## config.mk

```make
export PLATFORM = sky130hd
export DESIGN_NAME = imn_stream_reader
export DESIGN_NICKNAME = d
export VERILOG_FILES = /design/src/rtl/obi_pkg.sv /design/src/rtl/strela_pkg.sv /design/src/rtl/imn_rd_fifo.sv /design/src/rtl/imn_stream_reader.sv
export SDC_FILE = /design/constraint.sdc
export NUM_CORES = 1
export LEC_CHECK = 0
export CAP_MARGIN = 10
export CORE_ASPECT_RATIO = 1.2
export CORE_MARGIN = 4
export CORE_UTILIZATION = 58
export CTS_CLUSTER_DIAMETER = 150
export DETAILED_ROUTE_END_ITERATION = 8
export GPL_TIMING_DRIVEN = 0
export PLACE_DENSITY = 0.86
export SLEW_MARGIN = 20
export SYNTH_ARGS = -nofsm -noshare
export SYNTH_HDL_FRONTEND = slang
export SYNTH_SLANG_ARGS = --single-unit
```

## constraint.sdc

```tcl
create_clock -name clk_i -period 7.7 [get_ports clk_i]
set_input_delay 1.155 -clock clk_i [delete_from_list [all_inputs] [get_ports clk_i]]
set_output_delay 1.155 -clock clk_i [all_outputs]
set_load 0.02 [all_outputs]
```

## src/rtl/obi_pkg.sv

```systemverilog
// Minimal OBI request/response bundles shared by the masters_req/masters_resp arrays.
package obi_pkg;

  typedef struct packed {
    logic        req;
    logic        we;
    logic [3:0]  be;
    logic [31:0] addr;
    logic [31:0] wdata;
  } obi_req_t;

  typedef struct packed {
    logic        gnt;
    logic        rvalid;
    logic [31:0] rdata;
  } obi_resp_t;

endpackage

```

## src/rtl/strela_pkg.sv

```systemverilog
// Shared types for the input/output memory node engines.
package strela_pkg;

  typedef enum logic [1:0] {
    S_IMN_IDLE,
    S_IMN_ISSUE,
    S_IMN_DRAIN,
    S_IMN_DONE
  } imn_fsm_t;

  localparam logic [3:0] IMN_WORD_BE = 4'hF;

endpackage

```

## src/rtl/imn_rd_fifo.sv

```systemverilog
// Synchronous response buffer for the IMN read engine; exposes occupancy for credit flow control.
module imn_rd_fifo #(
  parameter int WIDTH = 32,
  parameter int DEPTH = 4
) (
  input  logic                     clk_i,
  input  logic                     rst_i,
  input  logic                     push_i,
  input  logic [WIDTH-1:0]         data_i,
  input  logic                     pop_i,
  output logic [WIDTH-1:0]         data_o,
  output logic [$clog2(DEPTH):0]   count_o,
  output logic                     full_o,
  output logic                     empty_o
);

  localparam int            AW      = $clog2(DEPTH);
  localparam logic [AW:0]   DEPTH_C = (AW+1)'(DEPTH);

  logic [WIDTH-1:0] mem_q [DEPTH];
  logic [AW-1:0]    wr_ptr_q, wr_ptr_d;
  logic [AW-1:0]    rd_ptr_q, rd_ptr_d;
  logic [AW:0]      count_q, count_d;
  logic             do_push, do_pop;

  assign full_o  = (count_q == DEPTH_C);
  assign empty_o = (count_q == '0);
  assign count_o = count_q;
  assign data_o  = empty_o ? '0 : mem_q[rd_ptr_q];

  // NOTE: every signal written here gets a default first, so no path leaves a latch behind.
  always_comb begin
    do_push  = push_i && !full_o;
    do_pop   = pop_i && !empty_o;
    wr_ptr_d = wr_ptr_q;
    rd_ptr_d = rd_ptr_q;
    count_d  = count_q;
    if (do_push) wr_ptr_d = wr_ptr_q + AW'(1);
    if (do_pop)  rd_ptr_d = rd_ptr_q + AW'(1);
    case ({do_push, do_pop})
      2'b10:   count_d = count_q + (AW+1)'(1);
      2'b01:   count_d = count_q - (AW+1)'(1);
      default: count_d = count_q;
    endcase
  end

  // NOTE: state flops use non-blocking assignments so all of them update together at the edge.
  always_ff @(posedge clk_i or posedge rst_i) begin
    if (rst_i) begin
      wr_ptr_q <= '0;
      rd_ptr_q <= '0;
      count_q  <= '0;
    end else begin
      wr_ptr_q <= wr_ptr_d;
      rd_ptr_q <= rd_ptr_d;
      count_q  <= count_d;
    end
  end

  // NOTE: storage is not reset; the empty flag masks stale entries, so plain RAM can be used.
  always_ff @(posedge clk_i) begin
    if (do_push) mem_q[wr_ptr_q] <= data_i;
  end

  a_no_overflow: assert property (@(posedge clk_i) disable iff (rst_i) !(push_i && full_o))
    else $error("imn_rd_fifo: push into full FIFO");

endmodule

```

## src/rtl/imn_stream_reader.sv

```systemverilog
// IMN read engine: strided OBI reads, in-order response buffering, valid/ready stream out.
module imn_stream_reader
  import obi_pkg::*, strela_pkg::*;
#(
  parameter int FIFO_DEPTH = 4
) (
  input  logic        clk_i,
  input  logic        rst_i,
  input  logic        start_i,
  input  logic [31:0] addr_i,
  input  logic [15:0] size_i,
  input  logic [15:0] stride_i,
  output obi_req_t    obi_req_o,
  input  obi_resp_t   obi_resp_i,
  output logic [31:0] data_o,
  output logic        valid_o,
  input  logic        ready_i,
  output logic        busy_o,
  output logic        done_o
);

  localparam int          CW      = $clog2(FIFO_DEPTH) + 1;
  localparam logic [CW:0] DEPTH_C = (CW+1)'(FIFO_DEPTH);

  imn_fsm_t    state_q, state_d;
  logic [31:0] addr_q, addr_d;
  logic [15:0] size_q, size_d;
  logic [15:0] stride_q, stride_d;
  logic [15:0] issue_cnt_q, issue_cnt_d;
  logic [15:0] pop_cnt_q, pop_cnt_d;
  logic [CW-1:0] outst_q, outst_d;

  logic [CW-1:0] fifo_count;
  logic          fifo_full, fifo_empty;
  logic [31:0]   fifo_data;
  logic [CW:0]   credit_sum;
  logic          req, grant, rsp_push, pop, last_grant, last_pop;

  imn_rd_fifo #(
    .WIDTH (32),
    .DEPTH (FIFO_DEPTH)
  ) u_fifo (
    .clk_i   (clk_i),
    .rst_i   (rst_i),
    .push_i  (rsp_push),
    .data_i  (obi_resp_i.rdata),
    .pop_i   (pop),
    .data_o  (fifo_data),
    .count_o (fifo_count),
    .full_o  (fifo_full),
    .empty_o (fifo_empty)
  );

  // Every granted read owns a FIFO slot until it is popped, so the buffer cannot overflow.
  always_comb begin
    credit_sum = {1'b0, outst_q} + {1'b0, fifo_count};
    req        = (state_q == S_IMN_ISSUE) && (credit_sum < DEPTH_C);
    grant      = req && obi_resp_i.gnt;
    rsp_push   = obi_resp_i.rvalid && (outst_q != '0);
    pop        = !fifo_empty && ready_i;
    last_grant = grant && (issue_cnt_q == size_q - 16'd1);
    last_pop   = pop && (pop_cnt_q == size_q - 16'd1);
  end

  always_comb begin
    state_d     = state_q;
    addr_d      = addr_q;
    size_d      = size_q;
    stride_d    = stride_q;
    issue_cnt_d = issue_cnt_q;
    pop_cnt_d   = pop_cnt_q;
    outst_d     = outst_q;

    if (grant) begin
      addr_d      = addr_q + {16'h0000, stride_q};
      issue_cnt_d = issue_cnt_q + 16'd1;
    end
    if (pop) pop_cnt_d = pop_cnt_q + 16'd1;

    case ({grant, rsp_push})
      2'b10:   outst_d = outst_q + CW'(1);
      2'b01:   outst_d = outst_q - CW'(1);
      default: outst_d = outst_q;
    endcase

    case (state_q)
      S_IMN_IDLE: begin
        if (start_i) begin
          addr_d      = addr_i;
          size_d      = size_i;
          stride_d    = stride_i;
          issue_cnt_d = '0;
          pop_cnt_d   = '0;
          state_d     = (size_i == 16'd0) ? S_IMN_DONE : S_IMN_ISSUE;
        end
      end
      S_IMN_ISSUE: if (last_grant) state_d = S_IMN_DRAIN;
      S_IMN_DRAIN: if (last_pop)   state_d = S_IMN_DONE;
      S_IMN_DONE:  state_d = S_IMN_IDLE;
      default:     state_d = S_IMN_IDLE;
    endcase
  end

  always_ff @(posedge clk_i or posedge rst_i) begin
    if (rst_i) begin
      state_q     <= S_IMN_IDLE;
      addr_q      <= '0;
      size_q      <= '0;
      stride_q    <= '0;
      issue_cnt_q <= '0;
      pop_cnt_q   <= '0;
      outst_q     <= '0;
    end else begin
      state_q     <= state_d;
      addr_q      <= addr_d;
      size_q      <= size_d;
      stride_q    <= stride_d;
      issue_cnt_q <= issue_cnt_d;
      pop_cnt_q   <= pop_cnt_d;
      outst_q     <= outst_d;
    end
  end

  always_comb begin
    obi_req_o = '0;
    if (req) begin
      obi_req_o.req  = 1'b1;
      obi_req_o.addr = addr_q;
      obi_req_o.be   = IMN_WORD_BE;
    end
  end

  assign valid_o = !fifo_empty;
  assign data_o  = fifo_data;
  assign busy_o  = (state_q != S_IMN_IDLE);
  assign done_o  = (state_q == S_IMN_DONE);

  a_req_held: assert property (@(posedge clk_i) disable iff (rst_i)
      obi_req_o.req && !obi_resp_i.gnt |=> obi_req_o.req && $stable(obi_req_o.addr))
    else $error("imn_stream_reader: request withdrawn or changed before grant");

  a_no_stray_rvalid: assert property (@(posedge clk_i) disable iff (rst_i)
      obi_resp_i.rvalid |-> (outst_q != '0))
    else $error("imn_stream_reader: rvalid with no read outstanding");

  a_credit: assert property (@(posedge clk_i) disable iff (rst_i)
      rsp_push |-> !fifo_full)
    else $error("imn_stream_reader: response arrived with FIFO full");

endmodule
```

==> impl_metrics.ini, run 1 <==
[sta]
max_freq_mhz = 219
relative_slew_margins = 0.386
final_setup_violation_count = 0
period_share = 0.593
final_period_demand_of_the_worst_path_ns = 4.56
finClkSkew_ns = 0.0184
final_hold_viol_count = 0
timing_worst_slew_pin_value_ns = 0.920
final_slew_violations = 0
tns_ns = 0
unrepaired_setup_endpoints_after_global_routing = false

[worst_setup_path]
critical-path-max-stage-delay_ns = 0.77
reg2reg_to = outst_q[1]
start_kind = flip-flop
critical-path-top-delay-family = buffers and inverters
timing.reg2reg.setup_slack_ns = 4.12
critPathMaxFanout = 10
rr_startpoint = u_fifo.count_o[2]
crit_path_cell_trace = ha_1, nor4b_2, clkbuf_1, and2_1, buf_4, clkdlybuf4s50_1
timing.setup.critical_path_class = flip-flop to primary output
worst-endpoint-arrival_ns = 3.41
crit_path_top_delay_cell = nor4b_2
timing.critical_path.buf_inv = 3
worst_r2r_path_depth = 9
critical_path.endpoint_type = primary output
timing.critical_path.required_ns = 6.55

[drt]
number_of_iterations_in_the_first_detailed_routing_pass = 5
via_count = 9188
viasPerCell = 5.76
drt-initial-drc-count = 761
totalWireLength_mm = 31.3
avg_wl_per_cell_um = 19.6
ant_nets = 0
drt_drc_violations_left = 0

[clocking]
cts_resized = 0
cts_setup_buffers = 0
clock_sink_count = 236
cts_buffers = 24
clk_root_buffer_cell = clkbuf_16
postCtsHoldBufs = 0
clock_latency_ns = 0.54
maximum_count_of_clock_buffers_along_a_single_path = 3
cts_tree = built
worst_setup_hold_path_clk_slew_ns = 0.07
htree_levels = 1

[placement]
hpwl_mm = 22.3
placement.io_buffers = 173
gp_routability_congestion = 0.962

[power]
post-layout-total-power_mw = 6.20
worst_ir_drop_vdd_v = 0.000305
total_leakage_power_nw = 6.20
pwr_density_cell_nw_per_um2 = 403

[synthesis]
asyncSetResetFlopFracSynth = 0.458
number_of_different_library_cells_in_the_post_synthesis_netlist = 66
ys_warn_count = 0
synth-edff-count = 128
synth-seq-area-share = 0.536
postSynthAreaPerCell_sq_um = 11.4
postSynth.topFlopCell = edfxtp_1
synth_seq_cells = 236
syn_inst = 1075
netlist_area_sq_um = 12200

[floorplanning]
ios = 207
initial_utilization = 0.596
rows = 57
fp.coreArea_sq_um = 20500
die_h_um = 167
die_area_sq_um = 23400
fp.dieW_um = 140

[job]
maxCapViolations = 0

[layout]
insertedDiodeCount = 0
fin_nets = 1448
nFillCells = 1299
layout-area-overhead-vs-synth_pct = 26.0
drive_above_1_share = 0.108

[hold_path]
hp-start = stride_q[0]
min_to = stride_q[0]
worstHoldPathCells = 2
hold_path.class = flip-flop to flip-flop

[grt]
grt_pass1_wl_mm = 49.2
first_global_vias = 9436
antenna_found_initial = 0
grt_use_total = 0.263
grt_max_degree = 82
overflow = 0

[outcome]
status = finished, final reports clean
## cell type report
cell class | instances | area [sq um] | area share
Buffer | 91 | 518 | 0.0337
Timing Repair Buffer | 178 | 1850 | 0.121
Clock inverter | 19 | 239 | 0.0155
Sequential cell | 236 | 6550 | 0.426
Tap cell | 265 | 332 | 0.0216
Inverter | 31 | 121 | 0.00790
Multi-Input combinational cell | 749 | 5150 | 0.335
Clock buffer | 25 | 614 | 0.0400
## power by group
| part | switching (mW) | internal (mW) |
|---|---|---|
| Clock | 0.512 | 0.726 |
| Combinational | 1.68 | 1.35 |
| Sequential | 0.240 | 1.69 |
| Total | 2.43 | 3.77 |
## how the worst max path moves through the flow
stage                                   from            end  slack (ns)  cells past startpoint
after floorplan                        rst_i      addr_q[0]        3.70                      1
after global placement                 rst_i     addr_q[11]        2.01                      2
after detailed placement   u_fifo.count_o[2]  obi_req_o[65]        3.74                      6
after CTS                 u_fifo.rd_ptr_q[0]     data_o[17]        3.11                      5
after global routing      u_fifo.rd_ptr_q[0]     data_o[17]        2.95                      5
final                      u_fifo.count_o[2]  obi_req_o[65]        3.14                      6
## routing by layer
metal	part of all wire	global-route usage	vias to the layer above
met3	0.080	0.0496	79
met5	0	0	-
met4	0.038	0.105	0
li1	-	-	4255
met1	0.37	0.315	4405
met2	0.51	0.467	449
## synth_stat cells (3+ instances only)
cell type,number,share of area
o211ai_1,5,0.0031
mux4_2,32,0.059
nand2_1,143,0.044
and2_1,40,0.021
nand2b_1,5,0.0026
o21a_1,7,0.0043
and3_1,42,0.022
nor4_1,9,0.0046
inv_1,30,0.0092
o2111ai_1,3,0.0022
buf_4,40,0.025
xor2_1,52,0.037
buf_2,3,0.0012
buf_6,3,0.0028
buf_1,5,0.0015
a31oi_1,10,0.0051
ha_1,32,0.033
mux2i_1,6,0.0049
dfrtp_1,108,0.22
a21o_1,11,0.0068
edfxtp_1,128,0.31
xnor2_1,42,0.030
a21oi_1,29,0.012
nor2b_1,5,0.0026
o311ai_0,5,0.0036
nor2_1,67,0.021
clkbuf_1,40,0.012
nor3_1,17,0.0070
o21ai_0,49,0.020
nand3b_1,3,0.0018
and4_1,3,0.0022
fa_1,3,0.0049
o31ai_1,3,0.0018
nand4_1,19,0.0097
nand3_1,25,0.010
or3_1,11,0.0056
a211oi_1,9,0.0055
## sequential cells by signal, summed over array words and instances, names as in the netlist
signal	flops
issue_cnt_q	16
outst_q	3
u_fifo.wr_ptr_q	2
pop_cnt_q	16
stride_q	16
u_fifo.rd_ptr_q	2
u_fifo.count_o	3
u_fifo.mem_q	128
state_q	2
size_q	16
addr_q	32
## logic make-up (layout without fill, tap and decap cells)
| family | Yosys count | after routing | synth area share |
|---|---|---|---|
| simple gates | 402 | 402 | 0.165 |
| xor+xnor | 94 | 94 | 0.0675 |
| other cells | 1 | 33 | 0.000307 |
| buf+inv | 122 | 344 | 0.0520 |
| flops | 236 | 236 | 0.536 |
| compound gates | 147 | 147 | 0.0774 |
| fa+ha+maj | 35 | 35 | 0.0377 |
| mux | 38 | 38 | 0.0640 |
## cell usage in the layout, fill, tap and decap left out, drive strengths merged, types with 6 or more instances in the layout
master	Yosys	final
nor4	11	11
clkbuf	40	65
nand4	19	19
and3	42	42
conb	1	33
buf	51	56
o21a	7	7
nor2	69	69
a211oi	9	9
a31oi	10	10
clkdlybuf4s50	0	173
ha	32	32
o21ai	49	49
and2	40	40
dfrtp	108	108
clkinv	1	10
xnor2	42	42
inv	30	33
a21o	11	11
a21oi	29	29
mux2i	6	6
nand2	143	143
edfxtp	128	128
mux4	32	32
xor2	52	52
nor3	17	17
or3	11	11
nand3	25	25
## per-stage QoR
step           hold WS (ns)  setup WS (ns)  instance area (sq um)  utilization  cells
2_1_floorplan         0.450           3.70                  12300            -   1107
3_3_place_gp          0.463           2.01                  14400        0.703   1545
3_5_place_dp          0.469           3.74                  14500        0.709   1550
4_1_cts               0.486           3.11                  15400        0.751   1594
5_1_grt               0.500           2.95                  15400        0.751   1594
6_report              0.487           3.14                  15400        0.751   1594
## worst reg2reg max path: stages (launching register included)
cell and delay [ns]:
dfrtp_1 0.43, ha_1 0.30, nor4b_2 0.77, and3_1 0.33
clkinv_1 0.31, clkbuf_1 0.39, ha_1 0.31, inv_1 0.07
fa_1 0.40, o21ai_0 0.19
Note: power is estimated with default switching activity, not from simulation.
==> run 2: changes to the inputs <==
- CORE_UTILIZATION: 58 -> 49
- PLACE_DENSITY: 0.86 -> 0.78
- clock period: 7.7 -> 4 ns (I/O delays scaled with it)
==> run 2 against run 1 <==
Effect of this change: critical path depth unchanged; routed wire length fell by 3.1%; hold slack worse by 0.0042 ns; global-route usage is 4.6 points lower; combinational power grew 90%; critical path type unchanged; largest cell class unchanged; largest power group unchanged; highest routed layer is now met5.
==> impl_metrics.ini, run 2 (synthesis gave the netlist of run 1 again) <==
[worst_setup_path]
crit_path_cell_trace = ha_1, nor4b_4, clkbuf_1, and2_1, buf_4, clkdlybuf4s50_1
critPathMaxFanout = 10
timing.setup.critical_path_class = flip-flop to primary output
start_kind = flip-flop
worst-endpoint-arrival_ns = 3.10
critical-path-top-delay-family = buffers and inverters
timing.reg2reg.setup_slack_ns = 0.61
timing.critical_path.required_ns = 3.40
reg2reg_to = addr_q[26]
crit_path_top_delay_cell = clkdlybuf4s50_1
rr_startpoint = addr_q[0]
critical-path-max-stage-delay_ns = 0.59
worst-path-stages = 6
critical_path.endpoint_type = primary output
timing.critical_path.buf_inv = 3
worst_r2r_path_depth = 11

[sta]
unrepaired_setup_endpoints_after_global_routing = false
period_share = 0.925
max_freq_mhz = 270
final_slew_violations = 0
final_setup_violation_count = 0
hold_slack_ns = 0.483
timing_worst_slew_pin_value_ns = 0.835
timing.final.ws_setup_ns = 0.300
finClkSkew_ns = 0.00866
relative_slew_margins = 0.444
final_period_demand_of_the_worst_path_ns = 3.70
final_hold_viol_count = 0

[drt]
via_count = 9064
number_of_iterations_in_the_first_detailed_routing_pass = 5
viasPerCell = 5.49
drt-initial-drc-count = 579
totalWireLength_mm = 30.3
drt_drc_violations_left = 0
avg_wl_per_cell_um = 18.3
ant_nets = 0

[grt]
first_global_vias = 9221
grt_max_degree = 66
antenna_found_initial = 1
grt_use_total = 0.217
overflow = 0
grt_pass1_wl_mm = 48.7

[power]
total_leakage_power_nw = 6.14
pwr_density_cell_nw_per_um2 = 754
worst_ir_drop_vdd_v = 0.000385

[clocking]
maximum_count_of_clock_buffers_along_a_single_path = 3
clock_latency_ns = 0.52
worst_setup_hold_path_clk_slew_ns = 0.07
clock_sink_count = 236
htree_levels = 1
cts_buffers = 23
cts_setup_buffers = 0
cts_tree = built
clk_root_buffer_cell = clkbuf_16

[floorplanning]
initial_utilization = 0.496
fp.coreArea_sq_um = 24600
rows = 63
die_area_sq_um = 27500
fp.dieW_um = 152
ios = 207
die_h_um = 181

[placement]
gp_routability_congestion = 0.925
hpwl_mm = 22.4
post_place_cell_area_sq_um = 14600
dpl.cell_count = 1610
placement.io_buffers = 173
dpl_worst_slack_ns = 0.511

[layout]
fin_nets = 1447
layout_commonest_cell = clkdlybuf4s50_1
registers.top_by_ff_count = u_fifo.mem_q
largest_reg_flops = 128
largest_registers = u_fifo.mem_q x128, addr_q x32
highest_count_cells_in_the_layout_ignoring_fill_and_taps = clkdlybuf4s50_1, nand2_1, edfxtp_1
nFillCells = 1980
multi_input_area_sq_um = 5160
seqCellArea_sq_um = 6550
layout-area-overhead-vs-synth_pct = 25.6
insertedDiodeCount = 0
final_cell_area_sq_um = 15300
post_layout_nonfiller_instances = 1652
drive_above_1_share = 0.102

[hold_path]
hold_path.class = flip-flop to flip-flop
hp-start = stride_q[6]
worstHoldPathCells = 2
min_to = stride_q[6]

[outcome]
status = finished, final reports clean

[job]
maxCapViolations = 0
run 2: metal layers:
metal,part of all wire,global-route usage,vias up
met5,0.00059,0,-
met2,0.50,0.378,360
met3,0.078,0.0443,61
li1,-,-,4251
met4,0.030,0.0716,2
met1,0.39,0.272,4390
run 2: area by class of cell:
type                            instances  area share
Buffer                                 91      0.0340
Clock buffer                           32      0.0404
Clock inverter                         10     0.00653
Inverter                               31     0.00792
Multi-Input combinational cell        749       0.336
Sequential cell                       236       0.427
Tap cell                              325      0.0265
Timing Repair Buffer                  178       0.121
run 2: worst max path at each step:
stage,start,endpoint,slack (ns)
2_1_floorplan,rst_i,addr_q[0],0.55
3_3_place_gp,rst_i,addr_q[22],-1.19
3_5_place_dp,state_q[1],outst_q[1],0.51
4_1_cts,u_fifo.rd_ptr_q[0],data_o[20],0.009
5_1_grt,outst_q[2],obi_req_o[69],0.12
6_report,outst_q[2],obi_req_o[69],0.30
run 2: power breakdown:
part	internal, mW	switching (mW)
logic	2.60	3.16
clock network	1.16	0.924
registers	3.26	0.445
total	7.03	4.53
run 2: timing repair:
action,in CTS,in global routing
gates resized for setup,0,7
setup endpoints to repair,0,29
hold buffers,0,0
hold endpoints to repair,0,0
run 2: worst min-delay path: stages (launching register included):
cell and delay, ns:
dfrtp_1 0.35, nand2_1 0.05, nand2_1 0.05
run 2: through the flow:
| step | power, mW | TNS, ns | util |
|---|---|---|---|
| global route | 12.3 | 0 | 0.623 |
| detailed placement | 9.48 | 0 | 0.593 |
| global placement | 9.30 | -127.81 | 0.588 |
| CTS | 11.6 | 0 | 0.623 |
| finish | 11.6 | 0 | 0.623 |
| floorplan | 7.51 | 0 | - |
